`src/rtl/multicycle_control_fsm.sv`:
```
// Multicycle sequencer for the 16-bit Unicycle core: fetch/decode/exec/mem/writeback with memory handshakes.
// Optional retired-instruction counter is enabled by defining CTRL_RETIRE_COUNT_EN.
module multicycle_control_fsm #(
    parameter int SHAMT_W     = 5,
    parameter int MEM_TIMEOUT = 255,
    parameter int CNT_W       = 16
) (
    input  logic               clk,
    input  logic               reset,
    input  logic               run,
    output logic               imem_req,
    input  logic               imem_ready,
    input  logic [15:0]        instr,
    output logic               dmem_req,
    output logic               dmem_we,
    input  logic               dmem_ready,
    output logic [1:0]         alu_in1_sel,
    output logic [1:0]         alu_in2_sel,
    output logic [2:0]         alu_op,
    output logic [1:0]         pc_out_sel,
    output logic               sp_out_sel,
    output logic               ra_out_sel,
    output logic [1:0]         mem_addr_sel,
    output logic               mem_out_sel,
    output logic [2:0]         reg_out_sel,
    output logic [SHAMT_W-1:0] shift_amount,
    output logic               force_pc_alternate,
    output logic               reg_write,
    output logic               sp_write,
    output logic               ra_write,
    output logic               output_line_write,
    output logic               pc_write,
    output logic               busy,
    output logic               bus_error
`ifdef CTRL_RETIRE_COUNT_EN
    ,
    output logic [CNT_W-1:0]   retired_count
`endif
);

    typedef enum logic [2:0] {
        S_IDLE, S_FETCH, S_DECODE, S_EXEC, S_MEM, S_WB, S_ERROR
    } state_t;

    localparam int WAIT_W = (MEM_TIMEOUT > 1) ? $clog2(MEM_TIMEOUT) : 1;
    localparam logic [WAIT_W-1:0] WAIT_LAST = WAIT_W'((MEM_TIMEOUT > 0) ? MEM_TIMEOUT - 1 : 0);

    state_t state_reg, state_next;
    logic [WAIT_W-1:0] wait_cnt_reg, wait_cnt_next;
    logic [15:0] ir_reg;
    logic timeout_hit;

    // Decoded fields, combinational from the IR
    logic [1:0]         dec_in1, dec_in2, dec_pcsel, dec_addrsel;
    logic [2:0]         dec_op, dec_regsel;
    logic               dec_spsel, dec_rasel, dec_outsel, dec_force;
    logic [SHAMT_W-1:0] dec_shamt;
    logic               dec_rw, dec_sw, dec_raw, dec_olw, dec_mem, dec_we;

    // Decoded fields, held from the DECODE edge through WB
    logic [1:0]         in1_reg, in2_reg, pcsel_reg, addrsel_reg;
    logic [2:0]         op_reg, regsel_reg;
    logic               spsel_reg, rasel_reg, outsel_reg, force_reg;
    logic [SHAMT_W-1:0] shamt_reg;
    logic               rw_reg, sw_reg, raw_reg, olw_reg, mem_reg, we_reg;

    logic unused_ir_bits;
    assign unused_ir_bits = ^ir_reg[2:0];

    assign timeout_hit = (MEM_TIMEOUT != 0) && (wait_cnt_reg == WAIT_LAST);

    always_ff @(posedge clk or posedge reset) begin
        if (reset) begin
            state_reg    <= S_IDLE;
            wait_cnt_reg <= '0;
        end else begin
            state_reg    <= state_next;
            wait_cnt_reg <= wait_cnt_next;
        end
    end

    always_comb begin
        state_next = state_reg;
        case (state_reg)
            S_IDLE:   if (run) state_next = S_FETCH;
            S_FETCH: begin
                // ready beats a timeout landing in the same cycle
                if (imem_ready)       state_next = S_DECODE;
                else if (timeout_hit) state_next = S_ERROR;
            end
            S_DECODE: state_next = S_EXEC;
            S_EXEC:   state_next = mem_reg ? S_MEM : S_WB;
            S_MEM: begin
                if (dmem_ready)       state_next = S_WB;
                else if (timeout_hit) state_next = S_ERROR;
            end
            S_WB:     state_next = run ? S_FETCH : S_IDLE;
            S_ERROR:  state_next = S_ERROR;
            default:  state_next = S_IDLE;
        endcase
    end

    // Counts consecutive request cycles without ready; any state change clears it
    always_comb begin
        wait_cnt_next = '0;
        if ((state_reg == S_FETCH || state_reg == S_MEM) && state_next == state_reg)
            wait_cnt_next = wait_cnt_reg + WAIT_W'(1);
    end

    always_comb begin
        imem_req          = 1'b0;
        dmem_req          = 1'b0;
        dmem_we           = 1'b0;
        busy              = 1'b0;
        bus_error         = 1'b0;
        reg_write         = 1'b0;
        sp_write          = 1'b0;
        ra_write          = 1'b0;
        output_line_write = 1'b0;
        pc_write          = 1'b0;
        case (state_reg)
            S_FETCH: begin
                imem_req = 1'b1;
                busy     = 1'b1;
            end
            S_DECODE, S_EXEC: busy = 1'b1;
            S_MEM: begin
                dmem_req = 1'b1;
                dmem_we  = we_reg;
                busy     = 1'b1;
            end
            S_WB: begin
                busy              = 1'b1;
                reg_write         = rw_reg;
                sp_write          = sw_reg;
                ra_write          = raw_reg;
                output_line_write = olw_reg;
                pc_write          = 1'b1;
            end
            S_ERROR: bus_error = 1'b1;
            default: ;
        endcase
    end

    always_ff @(posedge clk or posedge reset) begin
        if (reset)
            ir_reg <= '0;
        else if (state_reg == S_FETCH && imem_ready)
            ir_reg <= instr;
    end

    always_comb begin
        dec_in1     = '0;
        dec_in2     = '0;
        dec_op      = '0;
        dec_pcsel   = '0;
        dec_spsel   = 1'b0;
        dec_rasel   = 1'b0;
        dec_addrsel = '0;
        dec_outsel  = 1'b0;
        dec_regsel  = '0;
        dec_shamt   = '0;
        dec_force   = 1'b0;
        dec_rw      = 1'b0;
        dec_sw      = 1'b0;
        dec_raw     = 1'b0;
        dec_olw     = 1'b0;
        dec_mem     = 1'b0;
        dec_we      = 1'b0;
        case (ir_reg[15:13])
            3'b000: begin
                dec_rw = 1'b1;
                if (!ir_reg[12]) begin
                    dec_in1    = 2'd2;
                    dec_in2    = 2'd1;
                    dec_op     = ir_reg[11:9];
                    dec_regsel = 3'd1;
                end else begin
                    dec_regsel = ir_reg[11] ? 3'd3 : 3'd2;
                end
            end
            3'b001: begin
                if (!ir_reg[12]) begin
                    dec_in1    = 2'd2;
                    dec_regsel = 3'd1;
                    dec_rw     = 1'b1;
                end else if (!ir_reg[11]) begin
                    dec_regsel = 3'd4;
                    dec_shamt  = ir_reg[10 -: SHAMT_W];
                    dec_rw     = 1'b1;
                end else if (!ir_reg[10]) begin
                    // RETURN: pop RA from the stack
                    dec_in1     = 2'd1;
                    dec_pcsel   = 2'd2;
                    dec_addrsel = 2'd2;
                    dec_sw      = 1'b1;
                    dec_raw     = 1'b1;
                    dec_force   = 1'b1;
                    dec_mem     = 1'b1;
                end else begin
                    // JUMP: push RA and take the target
                    dec_pcsel   = 2'd1;
                    dec_rasel   = 1'b1;
                    dec_addrsel = 2'd1;
                    dec_outsel  = 1'b1;
                    dec_raw     = 1'b1;
                    dec_force   = 1'b1;
                    dec_mem     = 1'b1;
                    dec_we      = 1'b1;
                end
            end
            3'b010: begin
                dec_in1 = 2'd1;
                if (!ir_reg[12]) begin
                    dec_addrsel = 2'd1;
                    dec_mem     = 1'b1;
                    dec_we      = 1'b1;
                end else begin
                    dec_rw = 1'b1;
                end
            end
            3'b011: begin
                case (ir_reg[12:10])
                    3'b100: begin
                        if (ir_reg[9:6] == 4'b0010) begin
                            dec_mem = 1'b1;
                            dec_we  = 1'b1;
                        end else if (ir_reg[9:6] == 4'b0011) begin
                            dec_rw  = 1'b1;
                            dec_mem = 1'b1;
                        end else if (ir_reg[5:3] == 3'b000) begin
                            dec_regsel = 3'd7;
                            dec_rw     = 1'b1;
                        end else begin
                            dec_olw = 1'b1;
                        end
                    end
                    3'b101: begin
                        case (ir_reg[9:3])
                            7'b0000000: begin
                                dec_regsel = 3'd5;
                                dec_rw     = 1'b1;
                            end
                            7'b0100000: begin
                                dec_in1 = 2'd1;
                                dec_in2 = 2'd2;
                                dec_sw  = 1'b1;
                            end
                            7'b0100001: begin
                                dec_spsel = 1'b1;
                                dec_sw    = 1'b1;
                            end
                            7'b1000000: begin
                                dec_regsel = 3'd6;
                                dec_rw     = 1'b1;
                            end
                            7'b1100000: begin
                                dec_in2   = 2'd2;
                                dec_pcsel = 2'd1;
                                dec_force = 1'b1;
                            end
                            default: begin
                                dec_pcsel = 2'd3;
                                dec_force = 1'b1;
                            end
                        endcase
                    end
                    3'b110: begin
                        dec_in1 = 2'd1;
                        dec_sw  = 1'b1;
                    end
                    default: begin
                        dec_pcsel = 2'd1;
                        dec_force = 1'b1;
                    end
                endcase
            end
            // conditional branches: the comparator decides, no force
            default: dec_pcsel = 2'd1;
        endcase
    end

    always_ff @(posedge clk or posedge reset) begin
        if (reset) begin
            in1_reg     <= '0;
            in2_reg     <= '0;
            op_reg      <= '0;
            pcsel_reg   <= '0;
            spsel_reg   <= 1'b0;
            rasel_reg   <= 1'b0;
            addrsel_reg <= '0;
            outsel_reg  <= 1'b0;
            regsel_reg  <= '0;
            shamt_reg   <= '0;
            force_reg   <= 1'b0;
            rw_reg      <= 1'b0;
            sw_reg      <= 1'b0;
            raw_reg     <= 1'b0;
            olw_reg     <= 1'b0;
            mem_reg     <= 1'b0;
            we_reg      <= 1'b0;
        end else if (state_reg == S_DECODE) begin
            in1_reg     <= dec_in1;
            in2_reg     <= dec_in2;
            op_reg      <= dec_op;
            pcsel_reg   <= dec_pcsel;
            spsel_reg   <= dec_spsel;
            rasel_reg   <= dec_rasel;
            addrsel_reg <= dec_addrsel;
            outsel_reg  <= dec_outsel;
            regsel_reg  <= dec_regsel;
            shamt_reg   <= dec_shamt;
            force_reg   <= dec_force;
            rw_reg      <= dec_rw;
            sw_reg      <= dec_sw;
            raw_reg     <= dec_raw;
            olw_reg     <= dec_olw;
            mem_reg     <= dec_mem;
            we_reg      <= dec_we;
        end
    end

    assign alu_in1_sel        = in1_reg;
    assign alu_in2_sel        = in2_reg;
    assign alu_op             = op_reg;
    assign pc_out_sel         = pcsel_reg;
    assign sp_out_sel         = spsel_reg;
    assign ra_out_sel         = rasel_reg;
    assign mem_addr_sel       = addrsel_reg;
    assign mem_out_sel        = outsel_reg;
    assign reg_out_sel        = regsel_reg;
    assign shift_amount       = shamt_reg;
    assign force_pc_alternate = force_reg;

`ifdef CTRL_RETIRE_COUNT_EN
    logic [CNT_W-1:0] retired_count_reg;

    always_ff @(posedge clk or posedge reset) begin
        if (reset)
            retired_count_reg <= '0;
        else if (state_reg == S_WB)
            retired_count_reg <= retired_count_reg + CNT_W'(1);
    end

    assign retired_count = retired_count_reg;
`endif

endmodule

```
`config.mk`:
```
export PLATFORM = sky130hd
export DESIGN_NAME = multicycle_control_fsm
export DESIGN_NICKNAME = d
export VERILOG_FILES = /design/src/rtl/multicycle_control_fsm.sv
export SDC_FILE = /design/constraint.sdc
export NUM_CORES = 1
export LEC_CHECK = 0
export CORE_ASPECT_RATIO = 0.6
export CORE_MARGIN = 4
export CORE_UTILIZATION = 47
export CTS_BUF_LIST = sky130_fd_sc_hd__clkbuf_8
export CTS_CLUSTER_SIZE = 16
export DETAILED_ROUTE_END_ITERATION = 8
export PLACE_DENSITY = 0.86
export SLEW_MARGIN = 10
export SYNTH_ARGS = -nofsm -noshare
export SYNTH_HDL_FRONTEND = slang
export SYNTH_SLANG_ARGS = --single-unit
```
`constraint.sdc`:
```
create_clock -name clk -period 1.8 [get_ports clk]
set_clock_uncertainty 0.15 [all_clocks]
set_input_delay 0.45 -clock clk [delete_from_list [all_inputs] [get_ports clk]]
set_output_delay 0.45 -clock clk [all_outputs]
set_load 0.005 [all_outputs]
```
Word-level counts from Yosys, hierarchy flattened

Index checks and enable logic that the tools add are counted.

Output and inout port bits: 33
Input port bits: 21
Word-level logic and storage cells: 146
Register bits: 55

Multiplexer cells: 92
$add $sub $neg: 1
Equality and inequality tests: 20
Reduce and logical (&&, ||, !) cells: 14

Operators by type and width:

| kind                                           | number |
|---|---|
| two-way mux 1 bit                              | 50 |
| two-way mux 3 bit                              | 11 |
| case mux 3 bit (7 select lines)                | 1 |
| == test 3 bit (second input constant)          | 6 |
| two-way mux 2 bit                              | 8 |
| case mux 2 bit (2 select lines)                | 4 |
| two-way mux 5 bit                              | 3 |
| == test 7 x 6 -> 1 bit (second input constant) | 2 |
| == test 7 bit (second input constant)          | 2 |
| == test 3 x 2 -> 1 bit (second input constant) | 4 |
| case mux 1 bit (2 select lines)                | 6 |
| case mux 3 bit (2 select lines)                | 2 |
| OR reduction 2 bit                             | 5 |
| zero test 3 bit                                | 3 |
| case mux 3 bit (3 select lines)                | 1 |
| adder 8 x 1 -> 8 bit (second input constant)   | 1 |
| == test 4 x 2 -> 1 bit (second input constant) | 2 |
| == test 8 bit (second input constant)          | 1 |
| two-way mux 8 bit                              | 1 |
| case mux 2 bit (4 select lines)                | 1 |
| zero test 7 bit                                | 1 |
| == test 3 x 1 -> 1 bit (second input constant) | 2 |
| case mux 1 bit (3 select lines)                | 2 |
| case mux 2 bit (3 select lines)                | 1 |
| other kinds (6)                                | 7 |

Longest topological paths before layout

Gate-level depths: netlist (run 1).

Depth after elaboration: 7
Gate-level depth with buffers: 6
Depth with buffers taken out: 5

Worst setup path before layout (run 1)

Ideal clock, no wire load.

Path kind: reg2reg
From: register ir_reg[4]
To: register in1_reg[0], in the netlist alu_in1_sel[0]
Data arrival time: 1.738 ns
Path buffers: 0
Path slack: -0.154 ns
Data required time: 1.584 ns
Cell stages (with the launch flop): 5
Setup time: 0.066 ns
Clock period less this slack: 1.954 ns
Path through: dfrtp_1 -> or4_4 -> or4_4 -> o22ai_2 -> a22o_1

Cells in the longest elaborated chain, start to end: 4

Ends and longest elaborated chain:

| element                         | line | text |
|---|---|---|
| from (decl)                     | 50   | `logic [15:0] ir_reg;` |
| from (signal assigned)          | 149  | `ir_reg <= instr;` |
| == test 7 x 6 -> 1 bit          | 239  | `case (ir_reg[9:3])` |
| two-way mux 1 bit               | 239  |  |
| case mux 1 bit (2 select lines) | 223  | `case (ir_reg[12:10])` |
| case mux 2 bit (4 select lines) | 170  | `case (ir_reg[15:13])` |
| to (signal assigned)            | 303  | `in1_reg <= dec_in1;` |
| to (decl)                       | 61   | `logic [1:0] in1_reg, in2_reg, pcsel_reg, addrsel_reg;` |

No other way between the ends.
A chain may end at the register's enable or synchronous reset.

Worst setup path in the final report (run 1)

From: register ir_reg[7]
To: register in1_reg[0], in the netlist alu_in1_sel[0]

Same word-level chain as after synthesis.

==> results of run 1 <==
## cells by family (layout without fill, tap and decap cells)
group | count (synthesis) | after routing | synth area share (%)
flip-flops | 52 | 52 | 51.0
AND/OR/NAND/NOR | 87 | 87 | 18.4
AO/OA/AOI/OAI | 62 | 62 | 16.7
XOR/XNOR | 6 | 6 | 2.06
adder cells (fa/ha/maj) | 2 | 2 | 0.981
multiplexers | 14 | 14 | 6.08
buffers and inverters | 26 | 140 | 4.76
## layout by cell type, fill, tap and decap left out, drive strengths merged, types with 5 or more instances in the layout
cell type / instances
nor2: 17
nand2b: 7
nor3: 11
inv: 7
nand2: 20
a22o: 10
and2: 5
mux2: 12
dfrtp: 52
clkbuf: 6
o21ai: 19
buf: 84
xor2: 5
nand3: 7
a21oi: 9
dlymetal6s2s: 15
clkdlybuf4s50: 24
## area by class of cell
| type | instances | area share [%] |
|---|---|---|
| multi-input cells | 171 | 34.3 |
| flip-flops and latches | 52 | 31.9 |
| repair buffers | 124 | 28.7 |
| clock buffers | 6 | 2.01 |
| well taps | 66 | 2.01 |
| inverters | 8 | 0.824 |
| clock inverters | 2 | 0.244 |
## what timing repair did
action,4_1_cts,5_1_grt
hold buffers,0,0
endpoints found under the setup margin,48,76
gates resized for setup,101,58
pin swaps,30,9
setup buffers,14,21
## per-stage QoR
| step | power, mW | worst slack (ps) | hold WS [ps] | cell area [µm²] | utilization (%) |
|---|---|---|---|---|---|
| after detailed placement | 4.43 | -231 | 314 | 3440 | 66.7 |
| after global placement | 4.32 | -186 | 302 | 3440 | 66.7 |
| after global routing | 6.33 | -202 | 365 | 4100 | 79.5 |
| final | 6.01 | -165 | 332 | 4100 | 79.5 |
| after CTS | 5.59 | -116 | 337 | 3800 | 73.7 |
| after floorplan | 3.15 | -113 | 292 | 2580 | - |
## worst max-delay path, delay by kind of cell (launching register included)
family / cells / cell delay (ps)
AND/OR/NAND/NOR: 2 / 1040
flip-flops: 1 / 390
AO/OA/AOI/OAI: 2 / 330
## cells in the mapped netlist (3+ instances only)
cell       n
dfrtp_1   52
nand2_1   20
o21ai_0   19
nor2_1    17
mux2_2    12
a22o_1    10
a21oi_1    9
nor3_1     9
clkbuf_1   8
inv_1      8
buf_2      7
nand2b_1   7
nand3_1    7
and2_1     5
xor2_1     5
and3_1     4
o31ai_1    4
o22ai_1    3
o41ai_1    3
## power groups by stage
stage | Clock (mW) | Sequential (mW) | Combinational, mW
global placement | 0 | 1.85 | 2.47
floorplan | 0 | 1.80 | 1.35
global route | 0.758 | 1.94 | 3.64
finish | 0.702 | 1.89 | 3.42
detailed placement | 0 | 1.87 | 2.56
CTS | 0.690 | 1.85 | 3.05
## final timing paths
| check | to | depth (start not counted) | slack (ps) |
|---|---|---|---|
| min | alu_in2_sel[0] | 1 | 330 |
| min reg2reg | alu_in2_sel[0] | 1 | 330 |
| max | alu_in1_sel[0] | 4 | -170 |
| min in group asynchronous | wait_cnt_reg[3] | 3 | 400 |
| max in group asynchronous | ir_reg[13] | 3 | 850 |
| max reg2reg | alu_in1_sel[0] | 4 | -170 |
## metal layers
metal  part of all wire (%)  vias up
met5                      0        -
met4                    1.2        0
met3                    7.3       13
met2                     47      115
met1                     44     1230
li1                       -     1124
==> metrics, run 1 <==
status finished, violations left; failing checks negative setup slack; Starting Density between 40 and 50%; Worst path slowest cell or4_4; number of synthesized flops with an enable pin 0; grt met3 use under 10%; DR vias roughly 2500; area leader, netlist dfrtp_1; Slew @ Worst Pin between 400 and 500 ps; Die Y about 65 µm; Residual DRC 0; worst r2r src ir_reg[7]; gp weighted congestion between 0.9 and 1; Syn. warnings 0; flip-flop count of the largest register after layout 13; Antenna Nets Post-Route 0; Req. time, crit path about 1900 ps; Leak about 2 nW; WL final 8150 µm; FFs w/ async S/R, synth between 90% and 100%; internal power 3.67 mW; fin crit period ~2000 ps; initial drt markers between 150 and 200; Post-Syn Nets ~270; clock slew seen by the registers of the worst setup and hold paths ~100 ps; sw frac about two fifths; Top Ports 54; share of cells above drive strength 1 43.3%; CP Cell Sequence or4_4 > or4_4 > o22ai_2 > a22o_1; Final Worst Setup Slack -165 ps; Syn-to-layout area delta 60.8%; top_reg_cell synth dfrtp_1; IO buf count 50; die outline area about 6700 µm²; Final #Nets about 390; CTS root buffer clkbuf_8; final period utilization 109%; CP Class reg2reg; Clk pwr share between 10% and 20%; routed vias/inst between 5 and 6; CTS tree yes; grt ovf 0; Avg WL per Cell roughly 19 µm; cell mode on critical path or4_4; combinational share of power 56.9%; initial antenna violation count 0; CTS Sinks 52; CP Capture Type flip-flop; Hold Path Class reg2reg; clock latency at the later pin of the worst-skew pair approximately 300 ps; Post-Syn Instances approximately 250; total track usage between 20% and 30%; worst-path fanout max 4; Slowest Stage Delay on Critical Path roughly 570 ps; total core area 5150 µm²; Mapped Area roughly 2500 µm²; Sw Pwr 2.34 mW; RSZ-0062 raised after global routing true; P per Cell Area approximately 1500 nW/µm²; Max-slew headroom around two thirds; Most Crowded Layer GR met2; Multi-input gate area 1410 µm²; hpwl dp 5000 µm; vias in the first global route about 2400; worst setup path start ir_reg[7]; Layout fillers 296; site row count 20; Synth area leaders dfrtp_1 51%, mux2_2 5.3%, o21ai_0 3.7%, a22o_1 3.4%, nand2_1 2.9%; final hold vios 0; Max Cap Viol 0; n_diodes 0; HP Start alu_in2_sel[0]; largest net degree at the start of global routing 53; placed insts between 300 and 400; Setup-failing EPs final 26; CP Data Arrival Time ~2100 ps; setup_tns -1850 ps; Worst setup SP type flip-flop; first-pass GRT wire length between 10000 and 15000 µm; share of the synthesized area in the top cell type 51.0%; Yosys reg bits between 50 and 60; Unique masters post-synth 46; CTS Buffer Depth 2; H-tree levels 2; Final Slew Violations 0; met2 Track Usage GR a little over a third; Max Freq approximately 0.51 GHz; Finished Layout Cells ~430; Syn Area/Cell approximately 10 µm²; TritonRoute pass-1 iters 4; TritonCTS buffer count 5; Die X between 100 and 150 µm; sequential share of the synthesized area between 50% and 60%; met1 usage 33.8%; sequential group share of total power 31.5%; peak supply drop roughly 0.00080 V; storage element area about 1300 µm²
Note: power is estimated with default switching activity, not from simulation.
==> inputs of run 2 (changes only) <==
--- a/config.mk
+++ b/config.mk
@@ -7,11 +7,11 @@
 export LEC_CHECK = 0
 export CORE_ASPECT_RATIO = 0.6
 export CORE_MARGIN = 4
-export CORE_UTILIZATION = 47
+export CORE_UTILIZATION = 46
 export CTS_BUF_LIST = sky130_fd_sc_hd__clkbuf_8
 export CTS_CLUSTER_SIZE = 16
 export DETAILED_ROUTE_END_ITERATION = 8
-export PLACE_DENSITY = 0.86
+export PLACE_DENSITY = 0.81
 export SLEW_MARGIN = 10
 export SYNTH_ARGS = -nofsm -noshare
 export SYNTH_HDL_FRONTEND = slang
==> constraint.sdc (replaced) <==
create_clock -name clk -period 2.05 [get_ports clk]
set_clock_uncertainty 0.15 [all_clocks]
set_input_delay 0.3075 -clock clk [delete_from_list [all_inputs] [get_ports clk]]
set_output_delay 0.3075 -clock clk [all_outputs]
set_load 0.005 [all_outputs]
==> run 2 against run 1 <==
Against the previous run: the run now ends clean; total power shrank 27%; final cell count shrank 11%; sequential power shrank 14%; clock power shrank 7.4%; first-iteration DRC count grew 25%; wire length shrank 20%; non-clock buffer count shrank 47; core utilization shrank 14 points; sequential cell count is the same; global-route usage shrank 3.0 points.
==> metrics, run 2 (same netlist as run 1, synthesis figures left out) <==
Clk pwr share 14.8% (+3.1 points); total core area 5200 µm² (+0.97%); Die Y 65.7 µm (+0.95%); vias in the first global route 2113 (-13%); Area after DPL 3230 µm² (-6.0%); final period utilization a little under 100%; largest net degree at the start of global routing 30 (-43%); IO buf count 50 (unchanged); Max Freq between 0.5 and 0.6 GHz; share of cells above drive strength 1 19.6% (-24 points); routed vias/inst 5.75 (-0.59%); Starting Density 49.0% (-0.48 points); post-route cell area 3390 µm² (-17%); sequential group share of total power 37.2% (+5.7 points); metal3 WL 486 µm (-18%); sw frac 38.4% (-0.59 points); TritonRoute pass-1 iters 5 (+1); Hold Path Class in2async; WL final 6510 µm (-20%); CTS tree yes; Sw Pwr 1.68 mW (-28%); CP Data Arrival Time 1530 ps (-530 ps); met2 wire length 2760 µm (-28%); Pwr Total 4.38 mW (-27%); H-tree levels 2 (unchanged); site row count 20 (unchanged); Top Ports 54 (unchanged); most frequent cells in the layout 51 x dfrtp_1, 43 x clkdlybuf4s50_1, 24 x buf_4; CTS Buffer Depth 2 (unchanged); status finished clean; Die X 104 µm (+1.0%); Final Worst Setup Slack 57.7 ps (+223 ps); hold_buf cts 0 (unchanged); Max Cap Viol 0 (unchanged); gp weighted congestion 0.960 (-0.59%); P per Cell Area 1290 nW/µm² (-12%); total track usage 20.2% (-3.0 points); Avg WL per Cell 17.0 µm (-10%); setup_tns 0 ps (+1850 ps); CTS root buffer clkbuf_8; Finished Layout Cells 382 (-11%); flip-flop count of the largest register after layout 13 (unchanged); worst-path fanout max 4 (unchanged); Syn-to-layout area delta 33.1%; initial antenna violation count 0 (unchanged); Worst setup SP type flip-flop; clock slew seen by the registers of the worst setup and hold paths 100 ps (about the same); Leak 1.50 nW (-27%); first-pass GRT wire length 10900 µm (-10%); final hold vios 0 (unchanged); highest routed layer met4; CTS Sinks 52 (unchanged); hpwl dp 4870 µm (-2.6%); n_diodes 0 (unchanged); internal power 2.70 mW (-26%); DR vias 2197 (-11%); Final #Nets 338 (-12%); CP Capture Type output port; Max-slew headroom 68.6% (+1.0 points); CP Class reg2out; grt ovf 0 (unchanged); M1 WL 3180 µm (-12%); TritonCTS buffer count 5 (unchanged); initial drt markers 227 (+25%); clock latency at the later pin of the worst-skew pair 310 ps (about the same); combinational share of power 48.0% (-8.9 points); fin crit period ~2000 ps; Setup-failing EPs final 0 (-100%); DP Worst Slack 52.4 ps (+283 ps); placed insts 371 (-5.8%); Residual DRC 0 (unchanged); commonest non-fill, non-tap cell in the layout dfrtp_1; Antenna Nets Post-Route 0 (unchanged); die outline area 6840 µm² (+2.0%); Req. time, crit path 1590 ps (-300 ps); Slew @ Worst Pin 466 ps (-18.0 ps); peak supply drop 0.000692 V (-14%); Final Slew Violations 0 (unchanged)
run 2: cell count changes in the layout (fill, tap and decap cells not counted), moves of 7 or more:
cell,previous run,this run
buf_4,55,24
buf_6,22,2
clkdlybuf4s50_1,24,43
dlymetal6s2s_1,15,1
mux2_2,1,12
mux2_4,11,0
nor2_1,8,16
o21ai_0,12,19
run 2: worst max-delay path, stage by stage, from the launching register on:
cell             delay [ps]
dfrtp_1                 430
nand2b_4                180
nor2_2                  100
clkdlybuf4s50_1         510
run 2: metrics by stage:
step / utilization (%) / hold WS [ps]
after floorplan: - / 256
after global placement: 62.1 / 304
after detailed placement: 62.1 / 321
after CTS: 64.8 / 112
after global routing: 65.2 / 125
final: 65.2 / 110
run 2: power groups by stage:
stage                     combinational (mW)  sequential, mW  clock, mW
after global placement                  1.94            1.62          0
after global routing                    2.30            1.68      0.700
after floorplan                         1.14            1.58          0
after detailed placement                1.99            1.64          0
final                                   2.10            1.63      0.650
after CTS                               2.06            1.63      0.659
run 2: final timing paths:
check                                   from         endpoint  slack, ps  cells past startpoint
max in group asynchronous              reset       sp_out_sel       1150                      3
min in group clk                     raw_reg          raw_reg        340                      2
worst max-delay path            state_reg[0]         dmem_req         60                      3
worst min register to register       raw_reg          raw_reg        340                      2
worst min-delay path                   reset  wait_cnt_reg[2]        110                      2
worst max register to register    ir_reg[11]   alu_in1_sel[0]        100                      4
run 2: cell type report:
type | count | area, µm²
Sequential cell | 52 | 1300
Clock inverter | 2 | 17.5
Tap cell | 66 | 82.6
Multi-Input combinational cell | 171 | 1160
Fill cell | 439 | 1810
Timing Repair Buffer | 77 | 718
Inverter | 8 | 30.0
Clock buffer | 6 | 82.6
run 2: per-layer routing:
| metal | vias to the layer above | track usage (%) |
|---|---|---|
| met2 | 92 | 29.3 |
| li1 | 1033 | - |
| met3 | 10 | 4.71 |
| met4 | 0 | 5.14 |
| met1 | 1062 | 30.3 |
| met5 | - | 0 |
run 2: timing repair:
item,in CTS,in global routing
setup endpoints to repair,6,5
setup buffers,2,1
pin swaps,0,1
resized for setup,15,5
==> inputs of run 3 (changes only) <==
--- a/config.mk
+++ b/config.mk
@@ -5,13 +5,14 @@
 export SDC_FILE = /design/constraint.sdc
 export NUM_CORES = 1
 export LEC_CHECK = 0
+export ABC_AREA = 1
 export CORE_ASPECT_RATIO = 0.6
 export CORE_MARGIN = 4
 export CORE_UTILIZATION = 46
 export CTS_BUF_LIST = sky130_fd_sc_hd__clkbuf_8
 export CTS_CLUSTER_SIZE = 16
 export DETAILED_ROUTE_END_ITERATION = 8
-export PLACE_DENSITY = 0.81
+export PLACE_DENSITY = 0.71
 export SLEW_MARGIN = 10
 export SYNTH_ARGS = -nofsm -noshare
 export SYNTH_HDL_FRONTEND = slang
==> run 3 against run 2 <==
Against the previous run: the run now ends with negative setup slack left; sequential share of layout area down 0.29 points; global-route usage decreased by 1.4 points; register-to-register slack gained 190 ps; die area is 4.5% higher; area after synthesis rose by 5.1%; first-iteration DRC count is 5.3% lower; sequential cell count is the same; core utilization decreased by 4.0 points; final cell count increased by 25%; critical path type unchanged; highest routed layer unchanged.
==> metrics, run 3 <==
Final Slew Violations 0 (unchanged); Yosys reg bits 52 (unchanged); Antenna Nets Post-Route 0 (unchanged); Syn. warnings 0 (unchanged); Req. time, crit path 1590 ps (about the same); Die Y 67.1 µm (+2.2%); gp weighted congestion 0.930 (-3.1%); hpwl dp 4830 µm (-0.72%); clock slew seen by the registers of the worst setup and hold paths 90 ps (about the same); initial drt markers 215 (-5.3%); Max Cap Viol 0 (unchanged); vias in the first global route 2136 (+1.1%); Pwr Total 4.27 mW (-2.6%); n_diodes 0 (unchanged); CTS Sinks 52 (unchanged); CTS Buffer Depth 2 (unchanged); initial antenna violation count 0 (unchanged); Mapped Area 2680 µm² (+5.1%); final period utilization 102% (+4.5 points); Top Ports 54 (unchanged); DR vias 2327 (+5.9%); Most Crowded Layer GR met1; share of the synthesized area in the top cell type 48.6% (-2.5 points); CP Cell Sequence buf_4 > nor2_4 > nand2_2 > inv_1 > clkdlybuf4s50_1; clock latency at the later pin of the worst-skew pair 300 ps (about the same); RSZ-0062 raised after global routing true; sw frac 42.0% (+3.6 points); CTS root buffer clkbuf_8; Die X 107 µm (+2.3%); H-tree levels 2 (unchanged); Multi-input gate area 1190 µm² (+2.4%); commonest non-fill, non-tap cell in the layout nand2_1; site row count 21 (+5.0%); sequential group share of total power 38.3% (+1.1 points); Starting Density 47.9% (-1.1 points); worst-path fanout max 5 (+1); Setup-failing EPs final 2 (+2); Layout fillers 518 (+18%); failing checks negative setup slack; area leader, netlist dfrtp_1; Avg WL per Cell 13.2 µm (-23%); Syn Area/Cell 7.88 µm² (-23%); most common cell in the netlist nand2_1; IO buf count 50 (unchanged); largest net degree at the start of global routing 53 (+77%); Final Worst Setup Slack -34.8 ps (-92.5 ps); Synth area leaders dfrtp_1 49%, nand2_1 15%, nor2_1 5.3%, inv_1 3.8%, nand3_1 3.5%; TritonCTS buffer count 5 (unchanged); Unique masters post-synth 35 (-24%); P per Cell Area 1250 nW/µm² (-3.5%); met1 usage 30.4% (+0.032 points); Syn-to-layout area delta 27.9%; Residual DRC 0 (unchanged); TritonRoute pass-1 iters 5 (unchanged); Clk pwr share 13.6% (-1.2 points); CTS tree yes; total core area 5600 µm² (+7.5%); Hold WS 220 ps (+111 ps); top_reg_cell synth dfrtp_1; FFs w/ async S/R, synth 100% (unchanged); flip-flop count of the largest register after layout 13 (unchanged); fin crit period 2080 ps (+92.5 ps); total track usage 18.8% (-1.4 points); storage element area 1310 µm² (+0.19%); routed vias/inst 4.86 (-16%); CP Class reg2out; Slew @ Worst Pin 393 ps (-73.0 ps); share of cells above drive strength 1 12.8% (-6.8 points); peak supply drop 0.000549 V (-21%); status finished, violations left; combinational share of power 48.0% (about the same); Hold Path Class in2async; grt ovf 0 (unchanged); Max-slew headroom 73.6% (+5.1 points); sequential share of the synthesized area 48.6% (-2.5 points); die outline area 7150 µm² (+4.5%); Worst path slowest cell clkdlybuf4s50_1; Leak 1.65 nW (+9.8%); Slowest Stage Delay on Critical Path 490 ps (-20 ps); Post-Syn Nets 363 (+33%); number of synthesized flops with an enable pin 0 (unchanged); CP Capture Type output port; Max Freq 0.480 GHz (-4.4%); met2 Track Usage GR 25.6% (-3.7 points); Worst setup SP type flip-flop; Synth top cells by count 109 x nand2_1, 52 x dfrtp_1, 38 x nor2_1, 27 x inv_1, 19 x nand3_1; final hold vios 0 (unchanged); most frequent cells in the layout 107 x nand2_1, 49 x dfrtp_1, 45 x clkdlybuf4s50_1; grt met3 use 3.97% (-0.74 points); internal power 2.48 mW (-8.3%); Final #Nets 421 (+25%); first-pass GRT wire length 10500 µm (-3.7%); Sw Pwr 1.79 mW (+6.4%); Post-Syn Instances 340 (+37%); CP Data Arrival Time 1630 ps (+100 ps); WL final 6310 µm (-3.1%)
run 3: cell count changes after synthesis, moves of 7 or more:
cell,delta
nand2_1,+89
nor2_1,+21
inv_1,+19
o21ai_1,+15
nand3_1,+12
mux2_2,-11
a22o_1,-10
clkbuf_1,-8
inv_2,+7
nand2b_1,-7
run 3: final timing paths:
check	endpoint	cells past startpoint	startpoint	slack [ps]
hold reg to reg	wait_cnt_reg[0]	1	wait_cnt_reg[0]	320
max in group asynchronous	state_reg[2]	3	reset	1290
setup / recovery	dmem_req	5	state_reg[0]	-30
min in group clk	wait_cnt_reg[0]	1	wait_cnt_reg[0]	320
setup reg to reg	wait_cnt_reg[0]	10	state_reg[1]	290
hold / removal	wait_cnt_reg[0]	3	reset	220
run 3: final cells by class:
class / count / share of cell area (%)
multi-input cells: 243 / 34.7
well taps: 80 / 2.92
clock buffers: 6 / 2.41
inverters: 36 / 4.13
flip-flops and latches: 52 / 38.1
clock inverters: 2 / 0.219
repair buffers: 60 / 17.6
run 3: timing repair:
item | CTS | global route
pin swaps | 0 | 2
gates resized for setup | 9 | 4
gates cloned | 0 | 0
buffers inserted | 0 | 4
endpoints found under the setup margin | 10 | 7
hold buffers | 0 | 0
run 3: cell families after synthesis:
kind of cell    count (synthesis)  synth area share (%)
buf+inv                        45                  7.52
xor+xnor                        6                  1.96
mux                             1                 0.420
simple gates                  192                  31.6
flops                          52                  48.6
fa+ha+maj                       2                 0.934
compound gates                 42                  8.97
run 3: power by group through the flow:
stage / combinational [mW] / sequential [mW] / clock, mW
2_1_floorplan: 1.29 / 1.58 / 0
3_3_place_gp: 1.94 / 1.63 / 0
3_5_place_dp: 1.97 / 1.64 / 0
4_1_cts: 1.99 / 1.63 / 0.592
5_1_grt: 2.29 / 1.68 / 0.657
6_report: 2.05 / 1.64 / 0.582
run 3: per-stage QoR:
stage               util (%)  cells  setup TNS, ps  cell area (µm²)  setup slack (ps)
floorplan                  -    340              0             2680               335
global placement        58.7    467              0             3290              85.8
detailed placement      58.7    467              0             3290              69.4
CTS                     60.5    475           -376             3390              -109
global route            61.2    479           -542             3430              -124
finish                  61.2    479          -63.4             3430             -34.8
run 3: routing by layer:
layer,part of all wire [%],vias to the layer above
met1,55,1054
met5,0,-
li1,-,1190
met4,0.33,0
met3,6.5,5
met2,38,78
run 3: worst max-delay path: cells and delay by family (launching register included):
kind,cells,cell delay (ps)
buffers and inverters,3,700
DFF,1,440
and+or+nand+nor,2,180
